<file path="config.mk">
export PLATFORM = sky130hd
export DESIGN_NAME = regfile_sized_sb
export DESIGN_NICKNAME = d
export VERILOG_FILES = /design/src/rtl/regfile_sized_sb.sv
export SDC_FILE = /design/constraint.sdc
export NUM_CORES = 1
export LEC_CHECK = 0
export CAP_MARGIN = 10
export CORE_ASPECT_RATIO = 1.25
export CORE_MARGIN = 5
export CORE_UTILIZATION = 35
export DETAILED_ROUTE_END_ITERATION = 8
export MAX_ROUTING_LAYER = met4
export PLACE_DENSITY = 0.52
export SYNTH_ARGS = -nofsm -noshare
export SYNTH_HDL_FRONTEND = slang
export SYNTH_SLANG_ARGS = --single-unit
</file>
<file path="constraint.sdc">
create_clock -name clk -period 2.6 [get_ports clk]
set_clock_uncertainty 0.2 [all_clocks]
set_input_delay 0.52 -clock clk [delete_from_list [all_inputs] [get_ports clk]]
set_output_delay 0.52 -clock clk [all_outputs]
set_load 0.005 [all_outputs]
</file>
<file path="src/rtl/regfile_sized_sb.sv">
// Parametrised register file with x86-style byte/word/full sub-register access and a busy scoreboard.
// Optional macro RF_BYPASS_EN enables same-cycle write-to-read forwarding on both read ports.
module regfile_sized_sb #(
    parameter int DATA_W       = 32,
    parameter int NREG         = 8,
    parameter int ADDR_W       = 3,
    parameter int X86_BYTE_MAP = 1
) (
    input  logic              clk,
    input  logic              rst,
    input  logic              wr_en,
    input  logic [ADDR_W-1:0] wr_addr,
    input  logic [1:0]        wr_size,
    input  logic [DATA_W-1:0] wr_data,
    input  logic [ADDR_W-1:0] rd1_addr,
    input  logic [1:0]        rd1_size,
    input  logic [ADDR_W-1:0] rd2_addr,
    input  logic [1:0]        rd2_size,
    output logic [DATA_W-1:0] rd1_data,
    output logic [DATA_W-1:0] rd2_data,
    output logic              rd1_ready,
    output logic              rd2_ready,
    input  logic              sb_set,
    input  logic [ADDR_W-1:0] sb_set_addr,
    output logic [NREG-1:0]   busy_vec
);

    localparam logic [1:0] SZ_BYTE = 2'b00;
    localparam logic [1:0] SZ_WORD = 2'b01;
    localparam logic [1:0] SZ_FULL = 2'b10;

    // Byte access to indices 4-7 targets bits [15:8] of the register four below.
    function automatic logic byte_hi(input logic [ADDR_W-1:0] a, input logic [1:0] s);
        return (X86_BYTE_MAP != 0) && (s == SZ_BYTE) &&
               ((32'(a) & 32'd4) != 32'd0) && (32'(a) < 32'd8);
    endfunction

    function automatic logic [ADDR_W-1:0] parent_of(input logic [ADDR_W-1:0] a, input logic [1:0] s);
        return byte_hi(a, s) ? a - ADDR_W'(4) : a;
    endfunction

    function automatic logic addr_ok(input logic [ADDR_W-1:0] a);
        return 32'(a) < NREG;
    endfunction

    function automatic logic [DATA_W-1:0] merge_f(input logic [DATA_W-1:0] old,
                                                  input logic [1:0]        s,
                                                  input logic              hi,
                                                  input logic [DATA_W-1:0] d);
        logic [DATA_W-1:0] r;
        r = old;
        case (s)
            SZ_BYTE: if (hi) r[15:8] = d[7:0];
                     else    r[7:0]  = d[7:0];
            SZ_WORD: r[15:0] = d[15:0];
            SZ_FULL: r = d;
            default: ;
        endcase
        return r;
    endfunction

    function automatic logic [DATA_W-1:0] extract_f(input logic [DATA_W-1:0] v,
                                                    input logic [1:0]        s,
                                                    input logic              hi);
        logic [DATA_W-1:0] r;
        r = '0;
        case (s)
            SZ_BYTE: r[7:0]  = hi ? v[15:8] : v[7:0];
            SZ_WORD: r[15:0] = v[15:0];
            SZ_FULL: r = v;
            default: ;
        endcase
        return r;
    endfunction

    logic [DATA_W-1:0] regs_reg  [NREG];
    logic [DATA_W-1:0] regs_next [NREG];
    logic [NREG-1:0]   busy_reg;
    logic [NREG-1:0]   busy_next;

    logic              wr_hi;
    logic [ADDR_W-1:0] wr_par;
    logic              wr_fire;
    logic              sb_fire;

    assign wr_hi   = byte_hi(wr_addr, wr_size);
    assign wr_par  = parent_of(wr_addr, wr_size);
    assign wr_fire = wr_en && (wr_size != 2'b11) && addr_ok(wr_addr);
    assign sb_fire = sb_set && addr_ok(sb_set_addr);

    generate
        for (genvar gi = 0; gi < NREG; gi++) begin : g_reg
            logic hit;
            logic set;
            assign hit            = wr_fire && (wr_par == ADDR_W'(gi));
            assign set            = sb_fire && (sb_set_addr == ADDR_W'(gi));
            assign regs_next[gi]  = hit ? merge_f(regs_reg[gi], wr_size, wr_hi, wr_data) : regs_reg[gi];
            // A new producer issued in the same cycle keeps the register busy.
            assign busy_next[gi]  = set ? 1'b1 : (hit ? 1'b0 : busy_reg[gi]);
        end
    endgenerate

    always_ff @(posedge clk) begin
        if (rst) begin
            for (int i = 0; i < NREG; i++) regs_reg[i] <= '0;
            busy_reg <= '0;
        end else begin
            regs_reg <= regs_next;
            busy_reg <= busy_next;
        end
    end

    assign busy_vec = busy_reg;

    logic [ADDR_W-1:0] rd_addr  [2];
    logic [1:0]        rd_size  [2];
    logic [DATA_W-1:0] rd_data  [2];
    logic              rd_ready [2];

    assign rd_addr[0] = rd1_addr;
    assign rd_addr[1] = rd2_addr;
    assign rd_size[0] = rd1_size;
    assign rd_size[1] = rd2_size;
    assign rd1_data   = rd_data[0];
    assign rd2_data   = rd_data[1];
    assign rd1_ready  = rd_ready[0];
    assign rd2_ready  = rd_ready[1];

    generate
        for (genvar gi = 0; gi < 2; gi++) begin : g_rd
            logic              hi;
            logic [ADDR_W-1:0] par;
            logic              ok;
            logic [DATA_W-1:0] src;
            logic              rdy;

            assign hi  = byte_hi(rd_addr[gi], rd_size[gi]);
            assign par = parent_of(rd_addr[gi], rd_size[gi]);
            assign ok  = addr_ok(rd_addr[gi]);

            always_comb begin
                src = '0;
                rdy = 1'b1;
                if (ok) begin
                    src = regs_reg[par];
                    rdy = ~busy_reg[par];
`ifdef RF_BYPASS_EN
                    if (wr_fire && (wr_par == par)) begin
                        src = regs_next[par];
                        rdy = ~(sb_fire && (sb_set_addr == par));
                    end
`endif
                end
            end

            assign rd_data[gi]  = extract_f(src, rd_size[gi], hi);
            assign rd_ready[gi] = rdy;
        end
    endgenerate

endmodule

</file>
==> flow_metrics.tcl, run 1 <==
set metrics [dict create \
    start_util 0.3530 \
    crit_slowest_cell "mux4_2" \
    largest_reg_flops 256 \
    die_area_mm2 0.04439 \
    max_cap_viol_count 0 \
    cp_slowest_stage_delay_ns 0.50 \
    fin_crit_ns 2.662 \
    path_class "flop to output pin" \
    seq_area_frac_synth 0.3752 \
    p_total_mw 9.761 \
    dp_hpwl_mm 32.14 \
    hold_viol_final 0 \
    ys.flop_type "dfxtp_1" \
    grt_overflow 0 \
    placedInstanceArea_mm2 0.01734 \
    final_common_cell "dfxtp_1" \
    endpoint_kind "output pin" \
    relSlewSlack 0.7032 \
    placed_cells 2043 \
    num-nets-final 1689 \
    synth-seq-cells 264 \
    grt_pass1_vias 12080 \
    syn_nets 1436 \
    crit_family "multiplexers" \
    crit_chain "mux4_2, mux2i_4, nand2b_1, o21ai_1, buf_2" \
    syn_area_mm2 0.01409 \
    drc_errors 0 \
    async_reset_ff_frac 0 \
    drt-pass1-iter-count 5 \
    crit_arrival_ns 1.94 \
    worstMarginPinSlew_ns 0.4438 \
    layout_common_cells "dfxtp_1, nor2_1, mux2i_1, nand2_1, buf_4" \
    violations "setup timing" \
    worst-path-max-fanout 3 \
    synthSimpleGateAreaFrac 0.1461 \
    synth_adder_area_share 0.007994 \
    final_cell_area_mm2 0.01934 \
    cellPowerDensity_mw_per_mm2 504.7 \
    pre_cts_slack_ns -1.001 \
    worst_hold_slack_ns 0.2064 \
    cts_made_buffers 29 \
    core.rowCount 82 \
    via_per_inst 5.439 \
    wire_per_inst_um 22.43 \
    drt-total-wl_mm 48.25 \
    drive_gt1_frac 0.3673 \
    p_leak_nw 7.540 \
    clock-root-buffer "clkbuf_16" \
    worstSkewPairLatency_ns 0.57 \
    synth_cells 1373 \
    synthToLayoutAreaGrowth_pct 37.30 \
    track_usage 0.2203 \
    die_h_um 234.3 \
    ant_nets 0 \
    grt_max_degree 67 \
    path_clk_slew_ns 0.06 \
    antennaDiodeCount 0 \
    setup_slack_ns -0.06194 \
    min_path_type "input pin to flop" \
    synth_edf_count 0 \
    num_vias 11700 \
    synth_top_family_by_area "multiplexers" \
    setup_viol_count_final 7 \
    cts_tree "done" \
    syn_area_per_cell_um2 10.26 \
    synth-compound-area-share 0.08331 \
    cp_num_buf_inv 1 \
    timing.setup.tns_ns -0.2234 \
    drt_iter0_drc 758 \
    synth_cell_types 45 \
    clock-sinks 264 \
    slew_violations 0 \
    muxShareOfSynthArea 0.3446 \
    stdcell_count 2151 \
    ios 128 \
    h-tree-depth 1 \
    finish.utilization 0.4846 \
    grt_pass1_wl_mm 73.95 \
    io_buffers 127 \
    fmax_ghz 0.3757 \
    clock_path_buffers 3 \
    cp.required_ns 1.88 \
    status "finished, violations left" \
    core_mm2 0.03991 \
    period_share 1.024 \
    startpoint_type "flop" \
    gp_congestion 0.8363 \
    antenna_found_initial 0 \
    yosysWarnings 0 \
    synthXorXnorAreaFrac 0 \
    ir_drop_mv 0.4151 \
    rsz0062_at_grt "true" \
    chipWidth_um 189.4 \
]
==> cells in the mapped netlist (3+ instances only) <==
cell | number | area (um^2)
nor4_4 | 9 | 191.4
ha_1 | 9 | 112.6
buf_2 | 46 | 230.2
a211oi_1 | 64 | 480.5
clkbuf_1 | 78 | 292.8
nand2_1 | 172 | 645.6
nand2b_1 | 7 | 43.79
mux4_2 | 130 | 2928
nand4_1 | 7 | 43.79
nor2b_1 | 8 | 50.05
a21boi_0 | 39 | 292.8
a32oi_1 | 3 | 26.28
nor2_1 | 232 | 870.8
dfxtp_1 | 264 | 5285
o21ai_0 | 15 | 75.07
nand3_1 | 7 | 35.03
mux2i_1 | 188 | 1882
inv_1 | 7 | 26.28
a21oi_1 | 44 | 220.2
buf_1 | 8 | 30.03
==> per-layer routing <==
metal | up-vias | track usage | share of wire
met5 | - | - | 0
met4 | 0 | 0.06377 | 0.025
met3 | 69 | 0.02085 | 0.039
met2 | 296 | 0.3859 | 0.52
met1 | 5860 | 0.2727 | 0.42
li1 | 5474 | - | -
==> timing repair <==
item | 4_1_cts | 5_1_grt
hold buffers | 0 | 0
resized for setup | 461 | 56
gates cloned | 8 | 0
buffers inserted | 55 | 8
setup endpoints to repair | 66 | 51
pin swaps | 52 | 24
hold endpoints to repair | 0 | 0
==> path summary, 6_finish.rpt <==
kind | startpoint | to | slack [ns] | cells past startpoint
worst max-delay path | regs_reg[170]$_SDFFE_PP0P_ | rd1_data[2] | -0.06 | 5
worst min register to register | regs_reg[123]$_SDFFE_PP0P_ | regs_reg[123]$_SDFFE_PP0P_ | 0.27 | 2
worst min-delay path | rst | regs_reg[21]$_SDFFE_PP0P_ | 0.21 | 2
worst max register to register | regs_reg[5]$_SDFFE_PP0P_ | regs_reg[5]$_SDFFE_PP0P_ | 1.58 | 4
==> worst reg2reg max path: cells and delay by family (launching register included) <==
family	cells	cell delay, ns
flops	1	0.32
mux	1	0.11
simple gates	1	0.05
buf+inv	2	0.23
==> kinds of logic (layout without fill, tap and decap cells) <==
group,after synthesis,count (layout)
muxes,321,321
AOI/OAI and AO/OA,175,175
buffers and inverters,143,417
DFF,264,264
adders and majority gates,9,9
and+or+nand+nor,461,461
==> where the power goes <==
part | total [mW] | internal, mW | switching [mW]
clock network | 4.18 | 2.42 | 1.76
registers | 4.13 | 4.10 | 0.0379
logic | 1.45 | 0.728 | 0.721
==> final cells by class <==
type                            count  area (um^2)
Inverter                            8        37.54
Timing Repair Buffer              357         3816
Clock inverter                     10        115.1
Sequential cell                   264         5314
Multi-Input combinational cell    966         8594
Tap cell                          504        630.6
Fill cell                        3680        20570
Clock buffer                       42        834.6
(Power assumes the default switching activity.)
==> inputs of run 2 (changes only) <==
--- a/config.mk
+++ b/config.mk
@@ -10,6 +10,7 @@
 export CORE_MARGIN = 5
 export CORE_UTILIZATION = 35
 export DETAILED_ROUTE_END_ITERATION = 8
+export GPL_ROUTABILITY_DRIVEN = 0
 export MAX_ROUTING_LAYER = met4
 export PLACE_DENSITY = 0.52
 export SYNTH_ARGS = -nofsm -noshare
==> results of run 2 <==
Final layout, timing and power as in run 1 (identical DEF).
